File: src/rtl/cpu_mem_responder.sv
// Unified instruction/data word memory with a streaming boot loader.
// The CPU is held in reset while the loader fills memory from word 0.
// After the last beat the block switches to RUN. In RUN it serves
// combinational fetches and loads, commits aligned in-range stores and
// latches a sticky fault on bad addresses.
//
// state   | meaning
// --------+----------------------------------------------------------
// ST_LOAD | loader owns memory, cpu_reset=1, CPU stores ignored
// ST_RUN  | CPU owns memory, loader ignored, left only by reset
module cpu_mem_responder #(
  parameter int DEPTH = 64
) (
  input  logic        clk,
  input  logic        reset,
  input  logic [31:0] pc,
  output logic [31:0] instr,
  input  logic [31:0] alu_result,
  input  logic [31:0] write_data,
  input  logic        mem_write,
  output logic [31:0] read_data,
  input  logic        load_valid,
  input  logic [31:0] load_data,
  input  logic        load_last,
  output logic        load_ready,
  output logic        cpu_reset,
  output logic        fault,
  output logic [15:0] store_count
);

  localparam int AW = $clog2(DEPTH);
  localparam logic [0:0] ST_LOAD = 1'b0;
  localparam logic [0:0] ST_RUN  = 1'b1;
  localparam logic [AW-1:0] LAST_IDX = AW'(DEPTH - 1);

  logic [0:0]    state;
  logic [AW-1:0] load_ptr;
  logic [31:0]   mem [DEPTH];

  logic          pc_ok;
  logic          dat_ok;
  logic [AW-1:0] pc_idx;
  logic [AW-1:0] dat_idx;
  logic          load_fire;
  logic          load_done;
  logic          store_fire;
  logic          run;

  // An address is usable when it lies below 4*DEPTH and is word aligned.
  assign pc_ok   = (pc[31:AW+2] == '0) && (pc[1:0] == 2'b00);
  assign dat_ok  = (alu_result[31:AW+2] == '0) && (alu_result[1:0] == 2'b00);
  assign pc_idx  = pc[AW+1:2];
  assign dat_idx = alu_result[AW+1:2];

  assign run        = (state == ST_RUN);
  assign load_ready = !run;
  assign cpu_reset  = !run;
  assign load_fire  = load_valid && load_ready;
  assign load_done  = load_last || (load_ptr == LAST_IDX);
  assign store_fire = run && mem_write && dat_ok;

  // Combinational read ports; a same-edge store only shows up after the edge.
  always_comb begin
    instr     = pc_ok  ? mem[pc_idx]  : 32'h0;
    read_data = dat_ok ? mem[dat_idx] : 32'h0;
  end

  // Memory write port, shared by loader beats and CPU stores. The two are
  // exclusive by state. A reset that precedes the edge forces LOAD, which
  // already blocks any store. Contents survive reset.
  always_ff @(posedge clk) begin
    if (load_fire) begin
      mem[load_ptr] <= load_data;
    end else if (store_fire) begin
      mem[dat_idx] <= write_data;
    end
  end

  // Sequencing state, load pointer, sticky fault and store counter.
  always_ff @(posedge clk or posedge reset) begin
    if (reset) begin
      state       <= ST_LOAD;
      load_ptr    <= '0;
      fault       <= 1'b0;
      store_count <= 16'h0;
    end else begin
      if (load_fire) begin
        if (load_done) begin
          state <= ST_RUN;
        end else begin
          load_ptr <= load_ptr + AW'(1);
        end
      end
      if (run && ((mem_write && !dat_ok) || !pc_ok)) begin
        fault <= 1'b1;
      end
      if (store_fire && (store_count != 16'hffff)) begin
        store_count <= store_count + 16'h1;
      end
    end
  end

endmodule

File: config.mk
export PLATFORM = sky130hd
export DESIGN_NAME = cpu_mem_responder
export DESIGN_NICKNAME = d
export VERILOG_FILES = /design/src/rtl/cpu_mem_responder.sv
export SDC_FILE = /design/constraint.sdc
export NUM_CORES = 2
export LEC_CHECK = 0
export BUFFER_PORTS_ARGS = -buffer_cell sky130_fd_sc_hd__buf_2
export CAP_MARGIN = 20
export CORE_MARGIN = 2
export CORE_UTILIZATION = 60
export CTS_CLUSTER_DIAMETER = 150
export DETAILED_ROUTE_END_ITERATION = 12
export PLACE_DENSITY_LB_ADDON = 0.25
export SETUP_SLACK_MARGIN = 0.02
export SYNTH_ARGS = -nofsm -noshare
export SYNTH_HDL_FRONTEND = slang
export SYNTH_SLANG_ARGS = --single-unit
File: constraint.sdc
create_clock -name clk -period 6.1 [get_ports clk]
set_clock_uncertainty 0.1 [all_clocks]
set_input_delay 0.61 -clock clk [delete_from_list [all_inputs] [get_ports clk]]
set_output_delay 0.61 -clock clk [all_outputs]
set_load 0.05 [all_outputs]
Word-level counts from Yosys, hierarchy flattened
Memories as Yosys holds them, arrays and structs flattened.
Cells that the tools add are included.

operators by class
  eq/ne operators = 2
  add/sub/neg operators = 2
  reduce and logical (&&, ||, !) cells = 20
  multiplexer cells = 10
  bitwise logic cells = 1

operators by type and width
  cell                                            count
  2-to-1 mux 32 bit                               3
  logical NOT 24 bit                              2
  OR reduction 32 bit                             1
  adder 16 x 1 -> 16 bit (second input constant)  1
  inequality test 16 bit (second input constant)  1
  logical AND 1 bit                               8
  adder 6 x 1 -> 6 bit (second input constant)    1
  == test 6 bit (second input constant)           1
  2-to-1 mux 1 bit                                6
  2-to-1 mux 6 bit                                1
  logical NOT 2 bit                               2
  AND reduction 2 bit                             2
  logical NOT 1 bit                               3
  logical OR 1 bit                                2
  NOT 1 bit                                       1

storage, ports and cells
  word-level logic and storage cells = 40
  memory bits (writable) = 2048
  input bits = 133
  register bits = 24
  output and inout bits = 83
  memories = 1

memory list
  memory  words  bits a word  read ports  clocked after memory_dff  wr ports  line  text
  mem     64     32           2           0                         1         38    logic [31:0] mem [DEPTH];

Depth between registers and ports, before layout
  word-level depth = 8
  depth in mapped cells = 12
  depth with buffers taken out = 7

Least setup slack after synthesis
OpenSTA, ideal clock, no wires.

  path kind = in2reg
  start point = in alu_result[15]
  end point = mem mem[48][0] (enable)
  setup time = 0.513 ns
  cell stages on the path = 7
  required time = 5.487 ns
  buffers on the path = 2
  data arrival time = 5.333 ns
  setup slack = 0.154 ns
  cells stage by stage = nor4_1 nand4_1 nor3_2 buf_2 buf_4 mux2i_1 nor4b_1

between the ends
  word-level cells in the longest chain between the ends = 8
  elaborated cells on any way between the ends = 9
  those cells by class = mux (5); reduce/logical (4)

RTL lines
  item                                                                   line  text
  start: declaration                                                     18    input logic [31:0] alu_result,
  logical NOT 24 bit (*)                                                 51    assign dat_ok = (alu_result[31:AW+2] == '0) && (alu_result[1:0] == 2'b00);
  logical AND 1 bit (*)                                                  51
  logical AND 1 bit (*)                                                  60    assign store_fire = run && mem_write && dat_ok;
  2-to-1 mux 1 bit (*)                                                   74    end else if (store_fire) begin
  2-to-1 mux 1 bit (*)                                                   72    if (load_fire) begin
  2-to-1 mux 1 bit (not written as such) (*)                             75    mem[dat_idx] <= write_data;
  OR reduction 32 bit (no source line)                                   --
  2-to-1 mux 6 bit (no source line) or 2-to-1 mux 1 bit (tied branches)  --
  end: declaration                                                       38

Mark *: on every way between the ends. The rest lies on a longest branch, timed or not.

Worst setup path in the final report
  start point = in pc[2]
  end point = out instr[20]

between the ends
  word-level cells in the longest chain between the ends = 2

RTL lines
  item                  line  text
  start: declaration    16    input logic [31:0] pc,
  memory (64 x 32 bit)  --
  2-to-1 mux 32 bit     64    instr = pc_ok ? mem[pc_idx] : 32'h0;
  end: declaration      17    output logic [31:0] instr,

No other way between the ends.

==> flow_metrics.py <==
metrics = {
    "outcome": {
        "outcome": "finished, final reports clean",
    },
    "critical_path": {
        "critical_path.max_stage_delay_ns": 0.85,
        "crit_type": "in -> out",
        "critPathMaxFanout": 59,
        "worst_path_most_repeated_cell": "mux4_2",
        "reg2reg_depth": 7,
        "cp_slowest_cell": "o22ai_1",
        "start_kind": "primary input",
        "cp.required_ns": 5.39,
        "path_cells": "buf_8 -> buf_4 -> mux4_2 -> mux4_2 -> o22ai_1 -> nor3_1 -> buf_2",
        "reg2reg_to": "mem[20][24]$_DFFE_PP_",
        "crit_path_end_kind": "primary output",
        "setup.worst_path.start": "pc[2]",
        "r2r_start": "run$_DFFE_PP0P_",
        "cp-endpoint": "instr[20]",
        "regToRegSetupSlack_ns": 2.43,
        "worst_ep_arrival_time_ns": 4.29,
    },
    "synth": {
        "ys_top_cells_by_area": "edfxtp_1, mux4_2, mux2i_1",
        "ys_ff_latch": 2072,
        "ys_async_sr_fraction_pct": 1.16,
        "syn_inst": 4897,
        "synth_area_leader_cell": "edfxtp_1",
        "synth_edf_count": 2048,
        "synth_top_area_share_pct": 63.1,
        "syn_nets": 5032,
        "ys_warn_count": 0,
        "synth_ff_type": "edfxtp_1",
        "ys_seq_area_share_pct": 63.8,
        "synthTopCellsByCount": "edfxtp_1, mux4_2, nand2_1, mux2i_1, clkbuf_1",
        "syn_avg_cell_area_sq_um": 19.9,
        "netlist_area_sq_um": 97400,
        "yosysMostFrequentCell": "edfxtp_1",
        "yosysUniqueCellTypes": 70,
    },
    "clocking": {
        "cts_tree": "done",
        "root_buffer": "clkbuf_16",
        "clk_pin_slew_ns": 0.06,
        "clock_path_buffers": 3,
        "cts.sinks": 2072,
        "cts-hold-fix-buffers": 2,
        "h-tree-depth": 4,
        "clk-insertion-delay-late_ns": 0.84,
        "numCtsBuffers": 207,
        "cts_setup_buffers": 0,
        "ctsResizeCount": 0,
    },
    "timing": {
        "drv_slew": 0,
        "slew_headroom_pct": 16.5,
        "tns_ns": 0,
        "max_freq_mhz": 200,
        "setup_viol": 0,
        "final.period_utilization_pct": 81.9,
        "whs_ns": 0.0774,
        "fin_crit_ns": 5.00,
        "worst_pin_slew_ns": 1.25,
        "hold_viol_final": 0,
        "rsz0062_at_grt": "false",
    },
    "grt": {
        "grt_max_degree": 78,
        "grt_first_pass_wirelength_mm": 440,
        "grt_pass1_vias": 57700,
        "grt_usage_pct": 38.8,
        "grt_overflow": 0,
        "antenna_found_initial": 12,
    },
    "layout": {
        "stdcell_area_sq_um": 109000,
        "fin_nets": 5363,
        "syn_to_final_growth_pct": 12.1,
        "drive_gt1_share_pct": 37.4,
    },
    "pwr": {
        "seqPwrFrac_pct": 50.7,
        "peakVddDrop_v": 0.000295,
        "power.internal_mw": 23.9,
        "p_switching_mw": 6.92,
        "p_sw_share_pct": 22.4,
        "p_total_mw": 30.8,
        "pwr-share-clk_pct": 41.5,
        "leakagePower_nw": 35.0,
        "combPwrFrac_pct": 7.9,
        "p_per_area_nw_per_um2": 282,
    },
    "placement": {
        "dpl_cell_area_sq_um": 102000,
        "io_buffers": 215,
        "dp_hpwl_mm": 188,
        "routabilityCongestion": 0.912,
    },
    "floorplan": {
        "dieArea_sq_um": 166000,
        "io_pins": 216,
        "design.core.area_sq_um": 161000,
        "die-height_um": 407,
        "die_w_um": 407,
        "row_count": 147,
        "start_util_pct": 60.5,
    },
    "detailed_routing": {
        "ant_nets": 0,
        "wl_mm": 317,
        "drt-pass1-iter-count": 6,
        "wl_per_cell_um": 41.8,
        "drt_iter0_markers": 10400,
        "via_count": 58800,
        "drc": 0,
        "via_per_inst": 7.77,
    },
    "job": {
        "cap_viol_max_count": 0,
    },
    "hold_path": {
        "hold_class": "in -> reg",
    },
}
[stage by stage]
stage	cells	setup WS [ns]	utilization (%)
finish	7572	1.10	67.9
floorplan	4897	0.154	-
CTS	7546	1.35	67.6
global route	7562	1.09	67.8
detailed placement	7161	1.35	63.4
global placement	7160	1.31	63.4
[flip-flops by register name, indices dropped and copies added (netlist names)]
name and count:
store_count 16, load_ptr 6, run 1, mem 2048, fault 1
[critical path, delay by kind of cell]
kind	cells	cell delay, ns
simple gates	1	0.31
mux	2	1.02
compound gates	1	0.85
buf+inv	3	1.35
[cell type report]
cell class                 count  area [sq um]
sequential                  2072         62100
fill                       10000         51700
multi-input combinational   2427         33500
clock buffer                 259          5610
timing repair buffer         503          4110
tap                         2160          2700
clock inverter               124          1110
inverter                      17          72.6
antenna                       10          25.0
[power by group through the flow]
stage                     Combinational (mW)  Clock (mW)  Sequential (mW)
final                                   2.42        12.8             15.6
after global routing                    2.48        13.3             15.6
after CTS                               2.35        12.8             15.6
after detailed placement                2.34           0             15.9
after global placement                  2.31           0             15.9
after floorplan                         1.53           0             15.9
[how the worst min path moves through the flow]
stage | startpoint | cells after the start | to
finish | load_last | 4 | run$_DFFE_PP0P_
global route | load_last | 4 | run$_DFFE_PP0P_
detailed placement | fault$_DFFE_PP0P_ | 1 | fault$_DFFE_PP0P_
global placement | fault$_DFFE_PP0P_ | 1 | fault$_DFFE_PP0P_
CTS | mem_write | 4 | fault$_DFFE_PP0P_
floorplan | load_ptr[5]$_DFFE_PP0P_ | 1 | load_ptr[5]$_DFFE_PP0P_
[cells in the final DEF (no fill, tap or decap), types with 11 or more instances in the layout]
cell type,Yosys,layout
edfxtp_1,2048,2048
mux4_2,1058,1058
nand2_1,254,253
mux2i_1,239,238
buf_4,67,228
clkbuf_16,0,218
buf_2,110,206
a21oi_1,73,73
nor2_1,104,72
mux2_2,72,72
buf_12,1,54
o21ai_0,51,51
nand3_1,49,49
clkinv_1,3,48
clkinv_2,0,46
clkbuf_1,120,41
a211oi_1,39,39
a22oi_1,38,38
nor3_2,1,38
a31oi_1,38,37
o22ai_1,32,32
o21ai_1,32,31
nor2_4,0,28
and2_1,27,27
a221oi_1,25,25
dfrtp_1,24,24
nor4_1,21,20
nand4_1,20,20
bufinv_16,0,20
nor3_1,57,19
nor2b_1,20,19
a311oi_1,17,17
a32oi_1,14,14
xnor2_1,12,12
a2111oi_0,12,12
and3_1,11,11
[metal layers]
layer	GRT usage, %	part of all wire [%]	up-vias
met5	0	0.012	-
met4	23.5	7.4	8
met3	12.9	16	1046
met2	56.5	45	5493
met1	51.5	32	30400
li1	-	-	21900
[cell families after synthesis]
family	share of synthesized area (%)
and+or+nand+nor	2.74
buffers and inverters	2.39
DFF	63.8
muxes	27.8
AOI/OAI and AO/OA	3.16
xor gates and xnor gates	0.171
adders and majority gates	0.0257
Note: power is estimated with default switching activity, not from simulation.
